===== src/rtl/alu_share_arbiter.sv =====
// Two-port round-robin arbiter in front of a shared combinational ALU.
// Each granted operation takes one ISSUE cycle, then its result is held in RESP until the owner accepts it.
module alu_share_arbiter #(
  parameter int WIDTH   = 64,
  parameter bit RR_INIT = 1'b0
) (
  input  logic             clk,
  input  logic             reset,
  input  logic             req0_valid,
  output logic             req0_ready,
  input  logic [WIDTH-1:0] req0_a,
  input  logic [WIDTH-1:0] req0_b,
  input  logic [3:0]       req0_op,
  input  logic             req1_valid,
  output logic             req1_ready,
  input  logic [WIDTH-1:0] req1_a,
  input  logic [WIDTH-1:0] req1_b,
  input  logic [3:0]       req1_op,
  output logic [WIDTH-1:0] alu_a,
  output logic [WIDTH-1:0] alu_b,
  output logic [3:0]       alu_op,
  input  logic [WIDTH:0]   alu_result,
  output logic             rsp0_valid,
  output logic             rsp1_valid,
  input  logic             rsp0_ready,
  input  logic             rsp1_ready,
  output logic [WIDTH:0]   rsp_result,
  output logic             rsp_err,
  output logic             busy
);

  typedef enum logic [1:0] {
    IDLE  = 2'd0,
    ISSUE = 2'd1,
    RESP  = 2'd2
  } state_e;

  state_e           state_q, state_d;
  logic             prio_q, prio_d;
  logic             owner_q, owner_d;
  logic [WIDTH-1:0] a_q, a_d;
  logic [WIDTH-1:0] b_q, b_d;
  logic [3:0]       op_q, op_d;
  logic             ill_q, ill_d;
  logic [WIDTH:0]   res_q, res_d;
  logic             err_q, err_d;
  logic             grant0, grant1;
  logic             owner_rdy;

  function automatic logic op_legal(input logic [3:0] op);
    case (op)
      4'b0000, 4'b0001, 4'b0010, 4'b0110, 4'b1100, 4'b1000: return 1'b1;
      default: return 1'b0;
    endcase
  endfunction

  // Grants exist only in IDLE; on contention the priority pointer decides.
  always_comb begin
    grant0 = 1'b0;
    grant1 = 1'b0;
    if (state_q == IDLE) begin
      if (req0_valid && (!req1_valid || !prio_q)) begin
        grant0 = 1'b1;
      end else if (req1_valid && (!req0_valid || prio_q)) begin
        grant1 = 1'b1;
      end
    end
  end

  assign owner_rdy = owner_q ? rsp1_ready : rsp0_ready;

  always_comb begin
    state_d = state_q;
    prio_d  = prio_q;
    owner_d = owner_q;
    a_d     = a_q;
    b_d     = b_q;
    op_d    = op_q;
    ill_d   = ill_q;
    res_d   = res_q;
    err_d   = err_q;
    case (state_q)
      IDLE: begin
        if (grant0) begin
          a_d     = req0_a;
          b_d     = req0_b;
          op_d    = op_legal(req0_op) ? req0_op : 4'b0000;
          ill_d   = !op_legal(req0_op);
          owner_d = 1'b0;
          prio_d  = 1'b1;
          state_d = ISSUE;
        end else if (grant1) begin
          a_d     = req1_a;
          b_d     = req1_b;
          op_d    = op_legal(req1_op) ? req1_op : 4'b0000;
          ill_d   = !op_legal(req1_op);
          owner_d = 1'b1;
          prio_d  = 1'b0;
          state_d = ISSUE;
        end
      end
      ISSUE: begin
        // An illegal op still exercises the ALU as AND, but its result is discarded.
        res_d   = ill_q ? '0 : alu_result;
        err_d   = ill_q;
        state_d = RESP;
      end
      RESP: begin
        if (owner_rdy) begin
          state_d = IDLE;
        end
      end
      default: state_d = IDLE;
    endcase
  end

  always_ff @(posedge clk or negedge reset) begin
    if (!reset) begin
      state_q <= IDLE;
      prio_q  <= RR_INIT;
      owner_q <= 1'b0;
      a_q     <= '0;
      b_q     <= '0;
      op_q    <= 4'b0000;
      ill_q   <= 1'b0;
      res_q   <= '0;
      err_q   <= 1'b0;
    end else begin
      state_q <= state_d;
      prio_q  <= prio_d;
      owner_q <= owner_d;
      a_q     <= a_d;
      b_q     <= b_d;
      op_q    <= op_d;
      ill_q   <= ill_d;
      res_q   <= res_d;
      err_q   <= err_d;
    end
  end

  assign req0_ready = grant0;
  assign req1_ready = grant1;
  assign alu_a      = a_q;
  assign alu_b      = b_q;
  assign alu_op     = op_q;
  assign rsp0_valid = (state_q == RESP) && !owner_q;
  assign rsp1_valid = (state_q == RESP) && owner_q;
  assign rsp_result = res_q;
  assign rsp_err    = err_q;
  assign busy       = (state_q != IDLE);

endmodule


===== config.mk =====
export PLATFORM = sky130hd
export DESIGN_NAME = alu_share_arbiter
export DESIGN_NICKNAME = d
export VERILOG_FILES = /design/src/rtl/alu_share_arbiter.sv
export SDC_FILE = /design/constraint.sdc
export NUM_CORES = 1
export LEC_CHECK = 0
export BUFFER_PORTS_ARGS = -buffer_cell sky130_fd_sc_hd__buf_4
export CAP_MARGIN = 40
export CELL_PAD_IN_SITES_DETAIL_PLACEMENT = 0
export CELL_PAD_IN_SITES_GLOBAL_PLACEMENT = 2
export CORE_AREA = 2 2 210 212
export DETAILED_ROUTE_END_ITERATION = 8
export DIE_AREA = 0 0 212 214
export PLACE_DENSITY = 0.7
export SETUP_SLACK_MARGIN = 0.4
export SLEW_MARGIN = 5
export SYNTH_ARGS = -nofsm -noshare
export SYNTH_HDL_FRONTEND = slang
export SYNTH_SLANG_ARGS = --single-unit
export TNS_END_PERCENT = 20

===== constraint.sdc =====
create_clock -name clk -period 1.5 [get_ports clk]
set_input_delay 0.075 -clock clk [delete_from_list [all_inputs] [get_ports clk]]
set_output_delay 0.075 -clock clk [all_outputs]
set_load 0.01 [all_outputs]

==> results of run 1 <==
cells by family after synthesis:
group / synth area share, %
compound gates: 15.6
simple gates: 20.8
flops: 58.5
mux: 0.649
buf+inv: 4.45
final timing paths:
kind	start	endpoint	slack [ns]	depth (start not counted)
max	state_q[1]	req0_ready	-0.14	6
min	req0_valid	alu_op[1]	-0.03	4
max reg2reg	state_q[1]	alu_op[0]	-0.09	9
min reg2reg	alu_a[52]	alu_a[52]	0.46	2
max in group asynchronous	reset	rsp_result[49]	0.46	3
min in group asynchronous	reset	alu_b[38]	0.17	3
worst register-to-register path, cell delays in order (launching register included):
cell	delay, ns
dfrtp_1	0.41
nor2_4	0.15
nand3_2	0.11
inv_4	0.08
buf_4	0.14
buf_12	0.15
buf_4	0.13
clkbuf_16	0.13
nand3_1	0.10
a21oi_2	0.14
what timing repair did:
action	4_1_cts	5_1_grt
endpoints found under the hold margin	404	1
pin swaps	6	46
gates cloned	5	14
setup buffers	6	9
gates resized for setup	58	77
endpoints found under the setup margin	405	414
synthesized netlist by cell type:
| cell | n | area (sq um) |
|---|---|---|
| nor2_4 | 1 | 11.3 |
| o22a_1 | 1 | 8.76 |
| buf_4 | 3 | 22.5 |
| inv_1 | 3 | 11.3 |
| or3b_1 | 1 | 8.76 |
| nor4b_1 | 1 | 8.76 |
| inv_2 | 3 | 11.3 |
| nor2_1 | 21 | 78.8 |
| nand2_1 | 328 | 1230 |
| clkbuf_2 | 1 | 5.00 |
| nand3_1 | 2 | 10.0 |
| nand2b_1 | 68 | 425 |
| o221ai_1 | 1 | 8.76 |
| nand4_1 | 1 | 6.26 |
| nand3_2 | 1 | 10.0 |
| o41ai_2 | 1 | 16.3 |
| clkbuf_1 | 20 | 75.1 |
| dfrtp_1 | 203 | 5080 |
| a22oi_1 | 110 | 826 |
| buf_6 | 9 | 101 |
| a21oi_1 | 2 | 10.0 |
| a32oi_1 | 1 | 8.76 |
| o21ai_2 | 1 | 8.76 |
| o21ai_1 | 3 | 15.0 |
| or3b_2 | 1 | 8.76 |
| o21ai_0 | 67 | 335 |
| a31oi_1 | 18 | 113 |
| and3_1 | 1 | 6.26 |
| buf_2 | 32 | 160 |
| mux2_2 | 5 | 56.3 |
power by group:
group	total, mW	switching [mW]	leakage [nW]	internal [mW]
combinational	16.3	8.19	6.18	8.09
clock	6.30	2.52	0.423	3.78
sequential	9.51	1.49	2.52	8.02
total	32.1	12.2	9.13	19.9
metrics by stage:
stage	instance area (sq um)	setup TNS [ns]	hold WS [ns]	instances	total power [mW]
6_report	18800	-1.84	-0.0294	2416	32.1
5_1_grt	18800	-10.15	-0.0389	2416	34.3
4_1_cts	18100	-4.74	-0.0627	2391	31.2
3_5_place_dp	13500	-0.0353	-0.0503	1998	23.0
3_3_place_gp	13500	-0.00589	-0.0491	1998	22.9
2_1_floorplan	8680	0	-0.221	910	15.7
state kept, by name, summed over array words and instances (netlist names):
| name | cells |
|---|---|
| rsp_result | 65 |
| alu_a | 64 |
| alu_b | 64 |
| alu_op | 4 |
| state_q | 2 |
| ill_q | 1 |
| owner_q | 1 |
| prio_q | 1 |
| rsp_err | 1 |
layout make-up:
class,count,share of cell area (%)
Timing Repair Buffer,936,44.8
Sequential cell,203,27.1
Multi-Input combinational cell,639,19.5
Clock buffer,39,4.21
Tap cell,585,3.90
Clock inverter,6,0.313
Inverter,6,0.147
Antenna cell,2,0.0267
layer usage:
layer  vias up  wire length [um]  global-route usage [%]
met4         2              1180                    4.91
li1       4878                 -                       -
met2       367             22200                    31.5
met5         -                11                       0
met1      4938             17000                    20.5
met3        73              2710                    4.40
==> results_dict.tcl, run 1 <==
set metrics [dict create \
    start_util_pct 20.2 \
    drive_gt1_share_pct 40.5 \
    syn_inst 910 \
    timing_hold_violations_final 1 \
    syn_area_per_cell_sq_um 9.54 \
    syn-cell-area_sq_um 8680 \
    outcome "finished with violations" \
    violations "hold timing, setup timing" \
    dpl.hpwl_mm 28.1 \
    critPathMostFrequentCell "buf_12" \
    core_area_sq_um 42900 \
    antenna_found_initial 3 \
    rsz0062_at_grt "yes" \
    skew_ns 0.0270 \
    area_growth_pct 116 \
    hold_buffers 337 \
    wire_per_inst_um 17.9 \
    clk_path_buf_depth 3 \
    worst_setup_path_end_kind "output port" \
    dp_slack_ns -0.0348 \
    gp_congestion 0.808 \
    grt_max_degree 67 \
    path_delay_family "flip-flops" \
    power_density_nw_per_um2 1710 \
    port_buffers 537 \
    cp_slowest_stage_delay_ns 0.41 \
    p_leak_nw 9.13 \
    min_period_ns 1.64 \
    synth_cell_type_count 30 \
    maxCapViolCount 0 \
    start_kind "register" \
    via_per_inst 4.25 \
    finalWirelength_mm 43.2 \
    fp.dieArea_sq_um 45400 \
    ys_ff_latch 203 \
    crit_path_max_fanout 3 \
    rows 76 \
    vias 10300 \
    worstSetupPathType "register to output port" \
    drtPass1Iterations 4 \
    slowest_stage "dfrtp_1" \
    yosys_warnings 0 \
    cts.clk_slew.worst_paths_ns 0.06 \
    dieHeight_um 214 \
    ir_drop_mv 0.917 \
    hold_class "input pin to register" \
    io_pins 538 \
    fillers 4095 \
    tightest_slew_ns 0.471 \
    drt_first_iter_violations 525 \
    finalSetupViolCount 63 \
    max_freq_mhz 610 \
    final_cell_mix "556 x buf_4, 337 x dlygate4sd3_1, 316 x nand2_1" \
    seq_area_sq_um 5080 \
    grt_usage_pct 17.5 \
    htreeDepth 1 \
    cts_tree "built" \
    critPathRequiredTime_ns 1.42 \
    clk_latency_ns 0.56 \
    utilization_pct 43.8 \
    drc 0 \
    slew_headroom_pct 68.5 \
    grt_pass1_wl_mm 62.5 \
    path_cells "nor2_4 > nand3_2 > inv_4 > buf_12 > buf_12 > buf_6" \
    synthesis.nets 1245 \
    crit_buf_inv 4 \
    cts_buffers 27 \
    holdWs_ns -0.0294 \
    ant_nets 0 \
    overflow 0 \
    multi_input_area_sq_um 3660 \
    critical_path_arrival_ns 1.56 \
    die_w_um 212 \
    worst_slack_ns -0.140 \
    clock-sinks 203 \
    clock-root-buffer "clkbuf_16" \
    nets 2148 \
    grt_pass1_vias 10900 \
    slew_violations 0 \
    layout_commonest_cell "buf_4" \
    timing.final.crit_share_pct 109 \
    synth_seq_area_share_pct 58.5 \
]
No activity file was read; power rests on OpenSTA's default activity.
==> run 2, diff against run 1 <==
==> constraint.sdc (replaced) <==
create_clock -name clk -period 1.5 [get_ports clk]
set_input_delay 0.225 -clock clk [delete_from_list [all_inputs] [get_ports clk]]
set_output_delay 0.225 -clock clk [all_outputs]
set_load 0.01 [all_outputs]
==> results_dict.tcl, run 2 (synthesized netlist as in run 1, its figures left out) <==
set metrics [dict create \
    largest_reg_flops 65 \
    ir_drop_mv 0.849 \
    overflow 0 \
    p_seq_share_pct 28.5 \
    layout_commonest_cell "buf_4" \
    slew_headroom_pct 71.9 \
    finalWirelength_mm 43.8 \
    seq_area_sq_um 5080 \
    grt.met1_usage_pct 21.0 \
    worst_slack_ns -0.259 \
    slew_violations 0 \
    crit_path_max_fanout 3 \
    top_usage_layer "met2" \
    core_area_sq_um 42900 \
    start_kind "register" \
    drtPass1Iterations 4 \
    grt_pass1_wl_mm 63.7 \
    outcome "finished with violations" \
    hold_class "input pin to register" \
    fillers 3998 \
    grt.met3_usage_pct 3.86 \
    grt_pass1_vias 11000 \
    drt_first_iter_violations 504 \
    drc 0 \
    violations "setup timing" \
    timing.final.crit_share_pct 117 \
    gp_congestion 0.800 \
    die_w_um 212 \
    switchingPower_mw 12.4 \
    multi_input_area_sq_um 3730 \
    rows 76 \
    start_util_pct 20.2 \
    fp.dieArea_sq_um 45400 \
    min_period_ns 1.76 \
    cts.clk_slew.worst_paths_ns 0.06 \
    p_comb_share_pct 52.1 \
    port_buffers 537 \
    clk_latency_ns 0.54 \
    utilization_pct 44.8 \
    via_per_inst 4.29 \
    switching_share_pct 37.2 \
    dieHeight_um 214 \
    power.internal_mw 20.9 \
    wire_per_inst_um 18.0 \
    critPathRequiredTime_ns 1.27 \
    p_leak_nw 9.27 \
    ant_nets 0 \
    skew_ns 0.00851 \
    dp_slack_ns -0.0375 \
    grt_max_degree 67 \
    clock-root-buffer "clkbuf_16" \
    antenna_found_initial 2 \
    grt_use_met2_pct 32.3 \
    drive_gt1_share_pct 42.2 \
    max_freq_mhz 568 \
    nets 2159 \
    cts_buffers 26 \
    io_pins 538 \
    grt_usage_pct 18.0 \
    cts_tree "built" \
    timing_hold_violations_final 0 \
    power_density_nw_per_um2 1740 \
    htreeDepth 1 \
    final_cell_mix "565 x buf_4, 327 x nand2_1, 324 x dlygate4sd3_1" \
    worstSetupPathType "register to output port" \
    p_total_mw 33.3 \
    vias 10400 \
    area_growth_pct 121 \
    tightest_slew_ns 0.415 \
    clk_path_buf_depth 3 \
    maxCapViolCount 0 \
    clock-sinks 203 \
    finalSetupViolCount 138 \
    critical_path_arrival_ns 1.53 \
    dpl.hpwl_mm 28.0 \
    clkPwrFrac_pct 19.4 \
    rsz0062_at_grt "yes" \
    worst_setup_path_end_kind "output port" \
]
## run 2: metal layers
layer / vias up / routed length, um
met5: - / 13
met4: 2 / 1390
met3: 86 / 2810
met2: 411 / 22300
met1: 5012 / 17300
li1: 4904 / -
## run 2: power by group through the flow
stage,Combinational (mW),Clock [mW],Sequential [mW]
global placement,13.8,0,9.44
finish,17.4,6.46,9.50
CTS,16.0,6.67,9.48
floorplan,5.21,0,10.5
global route,18.8,6.87,9.81
detailed placement,13.8,0,9.51
## run 2: what timing repair did
item                                    4_1_cts  5_1_grt
setup buffers                                 9       15
hold buffers                                324        0
resized for setup                            41      113
endpoints found under the hold margin       259        0
endpoints found under the setup margin      405      406
pin swaps                                     5       14
cloned                                       12        7
## run 2: metrics by stage
step	setup TNS (ns)	std cells	cell area (sq um)	hold WS (ns)
after floorplan	0	910	8680	-0.0706
after global placement	-0.0422	2014	13700	0.203
after detailed placement	-0.168	2014	13700	0.201
after CTS	-17.44	2406	18400	0.00633
after global routing	-24.95	2429	19200	0.0184
final	-13.44	2429	19200	0.0101
## run 2: final timing paths
kind	startpoint	to	slack (ns)	depth (start not counted)
min in group asynchronous	reset	rsp_result[52]	0.21	2
max in group asynchronous	reset	alu_b[3]	0.71	3
max reg2reg	prio_q	alu_b[14]	-0.20	8
min	alu_result[42]	rsp_result[42]	0.01	3
min reg2reg	alu_b[28]	alu_b[28]	0.46	2
max	state_q[1]	req0_ready	-0.26	5
## run 2: cell type report
| type | instances | share of cell area [%] |
|---|---|---|
| Timing Repair Buffer | 949 | 45.4 |
| Sequential cell | 203 | 26.5 |
| Multi-Input combinational cell | 638 | 19.4 |
| Clock buffer | 38 | 4.15 |
| Tap cell | 585 | 3.81 |
| Clock inverter | 9 | 0.508 |
| Inverter | 6 | 0.183 |
| Antenna cell | 1 | 0.0130 |
## run 2: worst max-delay path: stages, from the launching register on
cell      delay [ns]
dfrtp_1         0.40
nor2_4          0.19
nand3_4         0.10
clkinv_4        0.09
buf_16          0.12
buf_6           0.10
